### src/rtl/shifter_pkg.sv
// shifter_pkg: opcodes, sequencer states and step size shared by the shift sequencer and its shifter.
// Revision 1.0
`default_nettype none

package shifter_pkg;

  localparam logic [3:0] OP_LOAD = 4'b0100;
  localparam logic [3:0] OP_HOLD = 4'b0101;
  localparam logic [3:0] OP_ROL  = 4'b1000;
  localparam logic [3:0] OP_ROR  = 4'b1001;
  localparam logic [3:0] OP_LSL  = 4'b0010;
  localparam logic [3:0] OP_ASL  = 4'b1010;
  localparam logic [3:0] OP_ASR  = 4'b1011;

  localparam int MAX_STEP = 3;

  typedef enum logic [1:0] {
    IDLE  = 2'd0,
    LOAD  = 2'd1,
    SHIFT = 2'd2,
    CAPT  = 2'd3
  } state_e;

  function automatic logic is_shift_op(input logic [3:0] op);
    return (op == OP_ROL) || (op == OP_ROR) || (op == OP_LSL) ||
           (op == OP_ASL) || (op == OP_ASR);
  endfunction

endpackage

`default_nettype wire

### src/rtl/rr_arbiter2.sv
// rr_arbiter2: two-requester round-robin grant; on contention the side not granted last wins.
// Revision 1.0
`default_nettype none

module rr_arbiter2 (
  input  logic [1:0] req_valid_i,
  input  logic       last_grant_i,
  output logic       gnt_idx_o,
  output logic       gnt_valid_o
);

  always_comb begin
    gnt_valid_o = |req_valid_i;
    gnt_idx_o   = 1'b0;
    if (&req_valid_i) gnt_idx_o = ~last_grant_i;
    else              gnt_idx_o = req_valid_i[1];
  end

endmodule

`default_nettype wire

### src/rtl/shift_sequencer.sv
// shift_sequencer: shares one barrel_shifter between two requesters, splitting large amounts into 3-bit steps.
// Revision 1.0
`default_nettype none

module shift_sequencer
  import shifter_pkg::*;
#(
  parameter int N  = 5,
  parameter int AW = 4
) (
  input  logic          clk,
  input  logic          rst_n,
  input  logic          req0_valid,
  output logic          req0_ready,
  input  logic [N-1:0]  req0_data,
  input  logic [3:0]    req0_op,
  input  logic [AW-1:0] req0_amt,
  input  logic          req1_valid,
  output logic          req1_ready,
  input  logic [N-1:0]  req1_data,
  input  logic [3:0]    req1_op,
  input  logic [AW-1:0] req1_amt,
  output logic          busy,
  output logic          done,
  output logic          done_id,
  output logic [N-1:0]  result,
  output logic [N-1:0]  sh_datain,
  output logic [3:0]    sh_op,
  output logic [1:0]    sh_s,
  input  logic [N-1:0]  sh_dataout
);

  state_e        state_q, state_d;
  logic [N-1:0]  data_q, data_d;
  logic [3:0]    op_q, op_d;
  logic [AW-1:0] amt_q, amt_d;
  logic [AW-1:0] rem_q, rem_d;
  logic          id_q, id_d;
  logic          last_grant_q, last_grant_d;
  logic [N-1:0]  result_q, result_d;
  logic          done_q, done_d;
  logic          done_id_q, done_id_d;

  logic          gnt_idx, gnt_valid, accept;
  logic [1:0]    step;

  rr_arbiter2 u_arb (
    .req_valid_i  ({req1_valid, req0_valid}),
    .last_grant_i (last_grant_q),
    .gnt_idx_o    (gnt_idx),
    .gnt_valid_o  (gnt_valid)
  );

  // Readys are qualified by rst_n so nothing is accepted while reset is held.
  assign accept     = (state_q == IDLE) && gnt_valid && rst_n;
  assign req0_ready = accept && !gnt_idx;
  assign req1_ready = accept &&  gnt_idx;

  assign step = (rem_q > AW'(MAX_STEP)) ? 2'(MAX_STEP) : rem_q[1:0];

  always_comb begin
    state_d      = state_q;
    data_d       = data_q;
    op_d         = op_q;
    amt_d        = amt_q;
    rem_d        = rem_q;
    id_d         = id_q;
    last_grant_d = last_grant_q;
    result_d     = result_q;
    done_d       = 1'b0;
    done_id_d    = done_id_q;
    sh_op        = OP_HOLD;
    sh_s         = 2'd0;
    sh_datain    = '0;

    case (state_q)
      IDLE: begin
        if (accept) begin
          data_d       = gnt_idx ? req1_data : req0_data;
          op_d         = gnt_idx ? req1_op   : req0_op;
          amt_d        = gnt_idx ? req1_amt  : req0_amt;
          id_d         = gnt_idx;
          last_grant_d = gnt_idx;
          state_d      = LOAD;
        end
      end
      LOAD: begin
        sh_op     = OP_LOAD;
        sh_datain = data_q;
        rem_d     = is_shift_op(op_q) ? amt_q : '0;
        state_d   = (rem_d != '0) ? SHIFT : CAPT;
      end
      SHIFT: begin
        sh_op = op_q;
        sh_s  = step;
        rem_d = rem_q - AW'(step);
        if (rem_d == '0) state_d = CAPT;
      end
      CAPT: begin
        result_d  = sh_dataout;
        done_d    = 1'b1;
        done_id_d = id_q;
        state_d   = IDLE;
      end
      default: state_d = IDLE;
    endcase
  end

  always_ff @(posedge clk or negedge rst_n) begin
    if (!rst_n) begin
      state_q      <= IDLE;
      data_q       <= '0;
      op_q         <= OP_HOLD;
      amt_q        <= '0;
      rem_q        <= '0;
      id_q         <= 1'b0;
      last_grant_q <= 1'b1;
      result_q     <= '0;
      done_q       <= 1'b0;
      done_id_q    <= 1'b0;
    end else begin
      state_q      <= state_d;
      data_q       <= data_d;
      op_q         <= op_d;
      amt_q        <= amt_d;
      rem_q        <= rem_d;
      id_q         <= id_d;
      last_grant_q <= last_grant_d;
      result_q     <= result_d;
      done_q       <= done_d;
      done_id_q    <= done_id_d;
    end
  end

  assign busy    = (state_q != IDLE);
  assign done    = done_q;
  assign done_id = done_id_q;
  assign result  = result_q;

endmodule

`default_nettype wire

### config.mk
export PLATFORM = sky130hd
export DESIGN_NAME = shift_sequencer
export DESIGN_NICKNAME = d
export VERILOG_FILES = /design/src/rtl/shifter_pkg.sv /design/src/rtl/rr_arbiter2.sv /design/src/rtl/shift_sequencer.sv
export SDC_FILE = /design/constraint.sdc
export NUM_CORES = 1
export LEC_CHECK = 0
export ABC_AREA = 1
export BUFFER_PORTS_ARGS = -buffer_cell sky130_fd_sc_hd__buf_2
export CAP_MARGIN = 20
export CORE_MARGIN = 2
export CORE_UTILIZATION = 44
export DETAILED_ROUTE_END_ITERATION = 6
export HOLD_SLACK_MARGIN = 0.12
export PLACE_DENSITY = 0.76
export SLEW_MARGIN = 0
export SYNTH_ARGS = -nofsm -noshare
export SYNTH_HDL_FRONTEND = slang
export SYNTH_SLANG_ARGS = --single-unit
### constraint.sdc
create_clock -name clk -period 1.5 [get_ports clk]
set_input_delay 0.225 -clock clk [delete_from_list [all_inputs] [get_ports clk]]
set_output_delay 0.225 -clock clk [all_outputs]
set_load 0.005 [all_outputs]
==> flow_metrics.tcl, run 1 <==
set metrics [dict create \
    violations "negative setup slack" \
    hold_ws_ps 123 \
    swShare_pct 41.0 \
    cp.arrival_ps 1470 \
    synth-simple-area-share_pct 23.5 \
    fp-row-count 21 \
    routed_via_density 4.92 \
    synth_area_um2 1500 \
    antenna_cells 0 \
    synth_top_family_by_area "simple AND/OR/NAND/NOR gates" \
    synth.area.top_cells "dfrtp_1, nand2_1, inv_1" \
    first_iter_violations 62 \
    io_buffers 55 \
    synth_top_area_cell "dfrtp_1" \
    ys.flop_type "dfrtp_1" \
    synth_cell_types 23 \
    outcome "finished with violations" \
    fin_cells 343 \
    drive_gt1_share_pct 48.5 \
    nets 339 \
    die_area_um2 3890 \
    synth.ff_latch_count 28 \
    synth_fa_ha_area_share_pct 5.01 \
    grt_antenna_before_repair 0 \
    clock_power_share_pct 10.2 \
    drc 0 \
    cap_viol_max_count 0 \
    post-place-ws_ps -39.4 \
    synth_xor_area_share_pct 0 \
    rsz0062_at_grt "yes" \
    path_class "reg2out" \
    design_area_um2 2560 \
    globalplace.congestion 0.820 \
    ys_warn_count 0 \
    worst_pin_slew_ps 358 \
    wl_um 4810 \
    core-area_um2 3310 \
    synth-compound-area-share_pct 9.77 \
    min_period_over_period_pct 113 \
    yosysMostFrequentCell "nand2_1" \
    cts_root_buf "clkbuf_4" \
    die_w_um 62.3 \
    hold_violations 0 \
    syn_to_final_growth_pct 70.9 \
    min_path_type "in2reg" \
    intPower_mw 2.92 \
    power_frac_comb_pct 61.5 \
    synth_edf_count 0 \
    cp_max_fo 3 \
    synthArstFlopShare_pct 100 \
    yosysSeqAreaShare_pct 47.0 \
    syn_nets 226 \
    pwr-share-seq_pct 28.3 \
    cp-start-kind "flop" \
    synthTopCellsByCount "nand2_1, dfrtp_1, inv_1, nand3_1, o21ai_0" \
    yosysTopAreaCellShare_pct 41.8 \
    reg2reg_depth 13 \
    cp.required_ps 1270 \
    grt_start_max_net_pins 29 \
    numCtsBuffers 3 \
    dpl_cell_area_um2 1890 \
    slew_viol_final 0 \
    muxShareOfSynthArea_pct 4.51 \
    holdPathStages 3 \
    finalSetupViolCount 18 \
    grt_pass1_wl_um 7800 \
    worstSkewPairLatency_ps 330 \
    cts_max_level 1 \
    dpl.hpwl_um 2600 \
    drtAntennaViolNets 0 \
    peakVddDrop_mv 1.07 \
    power_switching_mw 2.03 \
    start_util_pct 45.2 \
    cts_sinks 28 \
    syn-instance-count 185 \
    setup_slack_ps -197 \
    grt_pass1_vias 1722 \
    die_h_um 62.3 \
    grt_use_total_pct 25.2 \
    num-fill-cells 217 \
    firstDrtPassIters 4 \
    clock_skew_ps 7.82 \
    period_minus_slack_ps 1700 \
    vias 1689 \
    dpl.cell_count 292 \
    end_kind "primary output" \
    clockBufferDepth 2 \
    overflow 0 \
    io_pins 56 \
    setup_tns_ps -2210 \
    p_leak_nw 1.32 \
    max_freq_mhz 589 \
    clk_pin_slew_ps 150 \
    power_density_nw_per_um2 1930 \
    slew_headroom_pct 76.1 \
    avgSynthCellArea_um2 8.10 \
    cts_tree "done" \
    wire_per_inst_um 14.0 \
]
[layer usage]
metal,share of wire [%],GRT usage [%],vias to the layer above
met5,0,0,-
met4,3.2,9.72,0
met3,3.1,2.17,14
met2,54,47.4,54
met1,39,29.7,816
li1,-,-,805
[state kept, by name, indices dropped and copies added (netlist names)]
name,flops
done_id,1
last_grant_q,1
rem_q,4
amt_q,4
op_q,4
state_q,2
result,5
id_q,1
data_q,5
done,1
[logic make-up (layout without fill, tap and decap cells)]
logic type | after synthesis | in the layout
AOI/OAI and AO/OA | 24 | 24
muxes | 6 | 6
DFF | 28 | 28
adders and majority gates | 6 | 6
and+or+nand+nor | 86 | 86
buffers and inverters | 35 | 147
[path summary, 6_finish.rpt]
kind                                   start            to  slack, ps
max in group asynchronous              rst_n       op_q[0]        740
worst min-delay path              req0_op[3]       op_q[3]        120
min in group asynchronous              rst_n     data_q[3]        460
worst max register to register      rem_q[2]    state_q[0]       -170
worst max-delay path              state_q[0]    req0_ready       -200
worst min register to register  last_grant_q  last_grant_q        480
[area by class of cell]
cell class                 instances  area (µm²)  area share [%]
clock buffer                       3        22.5           0.880
clock inverter                     1        30.0            1.17
inverter                          28         110            4.30
multi-input combinational        122         778            30.4
sequential                        28         704            27.5
tap                               46        57.6            2.25
timing repair buffer             115         857            33.5
[through the flow]
stage                     total power, mW  utilization (%)
after floorplan                      2.64                -
after global placement               3.34             57.2
after detailed placement             3.39             57.2
after CTS                            4.51             74.4
after global routing                 5.33             77.3
final                                4.95             77.3
[critical path: stages, from the launching register on]
cell and delay (ps):
dfrtp_1 440, inv_2 110, ha_4 150, nand2_2 50
inv_2 70, o21ai_4 60, inv_2 60, nand2_2 50
inv_2 70, buf_6 100
[placed cells by master, fill, tap and decap left out, types with 3 or more instances in the layout]
cell type / n
buf_2: 52
buf_4: 22
buf_6: 9
clkbuf_4: 3
dfrtp_1: 25
dfstp_2: 3
dlygate4sd3_1: 31
ha_4: 3
inv_1: 11
inv_2: 15
mux2_2: 6
nand2_1: 50
nand2_2: 13
nand2_4: 3
nand3_1: 11
nor2_1: 3
o211ai_1: 8
o21ai_0: 6
[power groups by stage]
stage | combinational [mW] | clock [mW] | sequential (mW)
2_1_floorplan | 1.30 | 0 | 1.35
3_3_place_gp | 1.98 | 0 | 1.36
3_5_place_dp | 2.02 | 0 | 1.37
4_1_cts | 2.64 | 0.507 | 1.37
5_1_grt | 3.34 | 0.542 | 1.45
6_report | 3.04 | 0.507 | 1.40
[timing repair]
item | 4_1_cts | 5_1_grt
hold buffers | 30 | 1
setup endpoints to repair | 21 | 29
setup buffers | 13 | 5
hold endpoints to repair | 43 | 1
pin swaps | 10 | 9
gates resized for setup | 36 | 28
Power figures use the tool's default switching activity.
==> run 2, diff against run 1 <==
Settings changed: CTS_CLUSTER_DIAMETER set to 120, SETUP_SLACK_MARGIN set to 0.3.
==> run 2 against run 1 <==
Effect of this change:
- the run still ends with negative setup slack left
- combinational power is 24% higher
- global-route usage increased by 3.2 points
- flip-flop and latch count unchanged
- via count is 18% higher
- routed wire length rose by 47%
- utilization grew 8.2 points
- clock skew about the same
- non-clock buffer count increased by 10
- setup slack lost 140 ps
- first-iteration DRC count rose to 2.6 times the previous value
- clock power rose by 9.3%
==> flow_metrics.tcl, run 2 (synthesis results as in run 1) <==
set metrics [dict create \
    drtAntennaViolNets 0 \
    first_iter_violations 160 \
    antenna_cells 0 \
    drive_gt1_share_pct 56.7 \
    syn_to_final_growth_pct 89.1 \
    min_path_type "in2reg" \
    setup_tns_ps -5630 \
    grt_use_total_pct 28.4 \
    grt_start_max_net_pins 29 \
    holdPathStages 3 \
    cp-start-kind "flop" \
    r2r-end "state_q[0]" \
    outcome "finished with violations" \
    cts_sinks 28 \
    core-area_um2 3310 \
    io_pins 56 \
    overflow 0 \
    violations "negative setup slack" \
    slew_headroom_pct 75.5 \
    routed_via_density 5.62 \
    final_common_cell "buf_2" \
    hold_violations 0 \
    start_util_pct 45.2 \
    cts_root_buf "clkbuf_4" \
    nets 349 \
    power_density_nw_per_um2 2060 \
    dpl.cell_count 290 \
    crit_buf_inv 3 \
    dpl.hpwl_um 2650 \
    die_w_um 62.3 \
    drc 0 \
    p_leak_nw 1.48 \
    io_buffers 55 \
    layout_common_cells "buf_2, nand2_1, dlygate4sd3_1, dfrtp_1, buf_4" \
    slowest_stage "dfrtp_1" \
    end_kind "primary output" \
    die_h_um 62.3 \
    grt_pass1_vias 1887 \
    path_class "reg2out" \
    period_minus_slack_ps 1840 \
    hold_start "req1_amt[1]" \
    numCtsBuffers 3 \
    cp.arrival_ps 1610 \
    cts_tree "done" \
    max_stage_delay_ps 450 \
    finalSetupViolCount 31 \
    cp_max_fo 8 \
    worst_pin_slew_ps 368 \
    max_freq_mhz 544 \
    min_period_over_period_pct 123 \
    timing.rr.start "state_q[1]" \
    fin_cells 353 \
    fp-row-count 21 \
    cts_max_level 1 \
    slew_viol_final 0 \
    die_area_um2 3890 \
    rsz0062_at_grt "yes" \
    setup_slack_ps -339 \
    hold_path_end "amt_q[1]" \
    r2r_slack_ps -220 \
    reg2reg_depth 13 \
    num-fill-cells 154 \
    cap_viol_max_count 0 \
    wl_um 7090 \
    clock_skew_ps 7.81 \
    firstDrtPassIters 5 \
    path_cells "inv_2 -> buf_6 -> ha_4 -> nor2_1 -> o21ai_2 -> buf_2" \
    wire_per_inst_um 20.1 \
    grt_antenna_before_repair 0 \
    cp.required_ps 1270 \
    peakVddDrop_mv 1.33 \
    grt_pass1_wl_um 8610 \
    clockBufferDepth 2 \
    critPathTopFamily "flip-flops" \
    worstSkewPairLatency_ps 360 \
    globalplace.congestion 0.857 \
    clk_pin_slew_ps 180 \
    vias 1985 \
]
-- run 2: cell count changes in the layout (fill, tap and decap cells not counted), moves of 6 or more --
| cell | change |
|---|---|
| buf_6 | +8 |
| nand2_4 | +9 |
| nand3_1 | -8 |
| nand2_2 | +6 |
| nand2_1 | -15 |
| inv_1 | +6 |
| nand3_2 | +8 |
| inv_2 | -7 |
-- run 2: power by group --
part / total (mW) / internal (mW) / switching (mW) / leakage (nW)
registers: 1.50 / 1.15 / 0.346 / 0.338
clock network: 0.554 / 0.270 / 0.284 / 0.0279
logic: 3.78 / 1.80 / 1.98 / 1.12
-- run 2: routing by layer --
layer,global-route usage (%),vias up,wire length [µm]
li1,-,824,-
met1,30.3,918,2400
met2,52.7,166,3450
met3,3.80,77,469
met4,17.8,0,767
met5,0,-,0
-- run 2: how the worst max path moves through the flow --
stage                    start    endpoint  slack, ps  cells past startpoint
global route        state_q[0]  req0_ready       -370                      9
global placement      rem_q[2]  state_q[0]         -1                     13
detailed placement    rem_q[2]  state_q[0]        -20                     13
floorplan             rem_q[2]  state_q[0]         70                     13
finish              state_q[1]    sh_op[2]       -340                      6
CTS                 state_q[0]    sh_op[0]       -190                      7
-- run 2: what timing repair did --
item / in CTS / in global routing
hold buffers: 28 / 2
setup buffers: 22 / 7
pin swaps: 13 / 6
endpoints found under the hold margin: 41 / 2
resized for setup: 60 / 40
endpoints found under the setup margin: 41 / 41
-- run 2: cell type report --
| type | instances | area [µm²] | area share, % |
|---|---|---|---|
| clock buffers | 3 | 22.5 | 0.795 |
| clock inverters | 1 | 30.0 | 1.06 |
| inverters | 28 | 113 | 3.98 |
| multi-input cells | 122 | 917 | 32.4 |
| flip-flops and latches | 28 | 704 | 24.9 |
| well taps | 46 | 57.6 | 2.03 |
| repair buffers | 125 | 987 | 34.9 |
-- run 2: metrics by stage --
| step | power [mW] | area (µm²) | hold WS, ps | setup WS (ps) | util [%] |
|---|---|---|---|---|---|
| 2_1_floorplan | 2.74 | 1520 | -70.6 | 70.3 | - |
| 3_3_place_gp | 3.36 | 1890 | 278 | -1.06 | 57.0 |
| 3_5_place_dp | 3.44 | 1890 | 271 | -22.5 | 57.0 |
| 4_1_cts | 4.86 | 2610 | 125 | -195 | 78.8 |
| 5_1_grt | 6.02 | 2830 | 110 | -374 | 85.5 |
| 6_report | 5.84 | 2830 | 95.1 | -339 | 85.5 |
-- run 2: tightest hold or removal path, stage by stage --
cell      delay [ps]
buf_2             70
nand2_1           50
o211ai_1          80
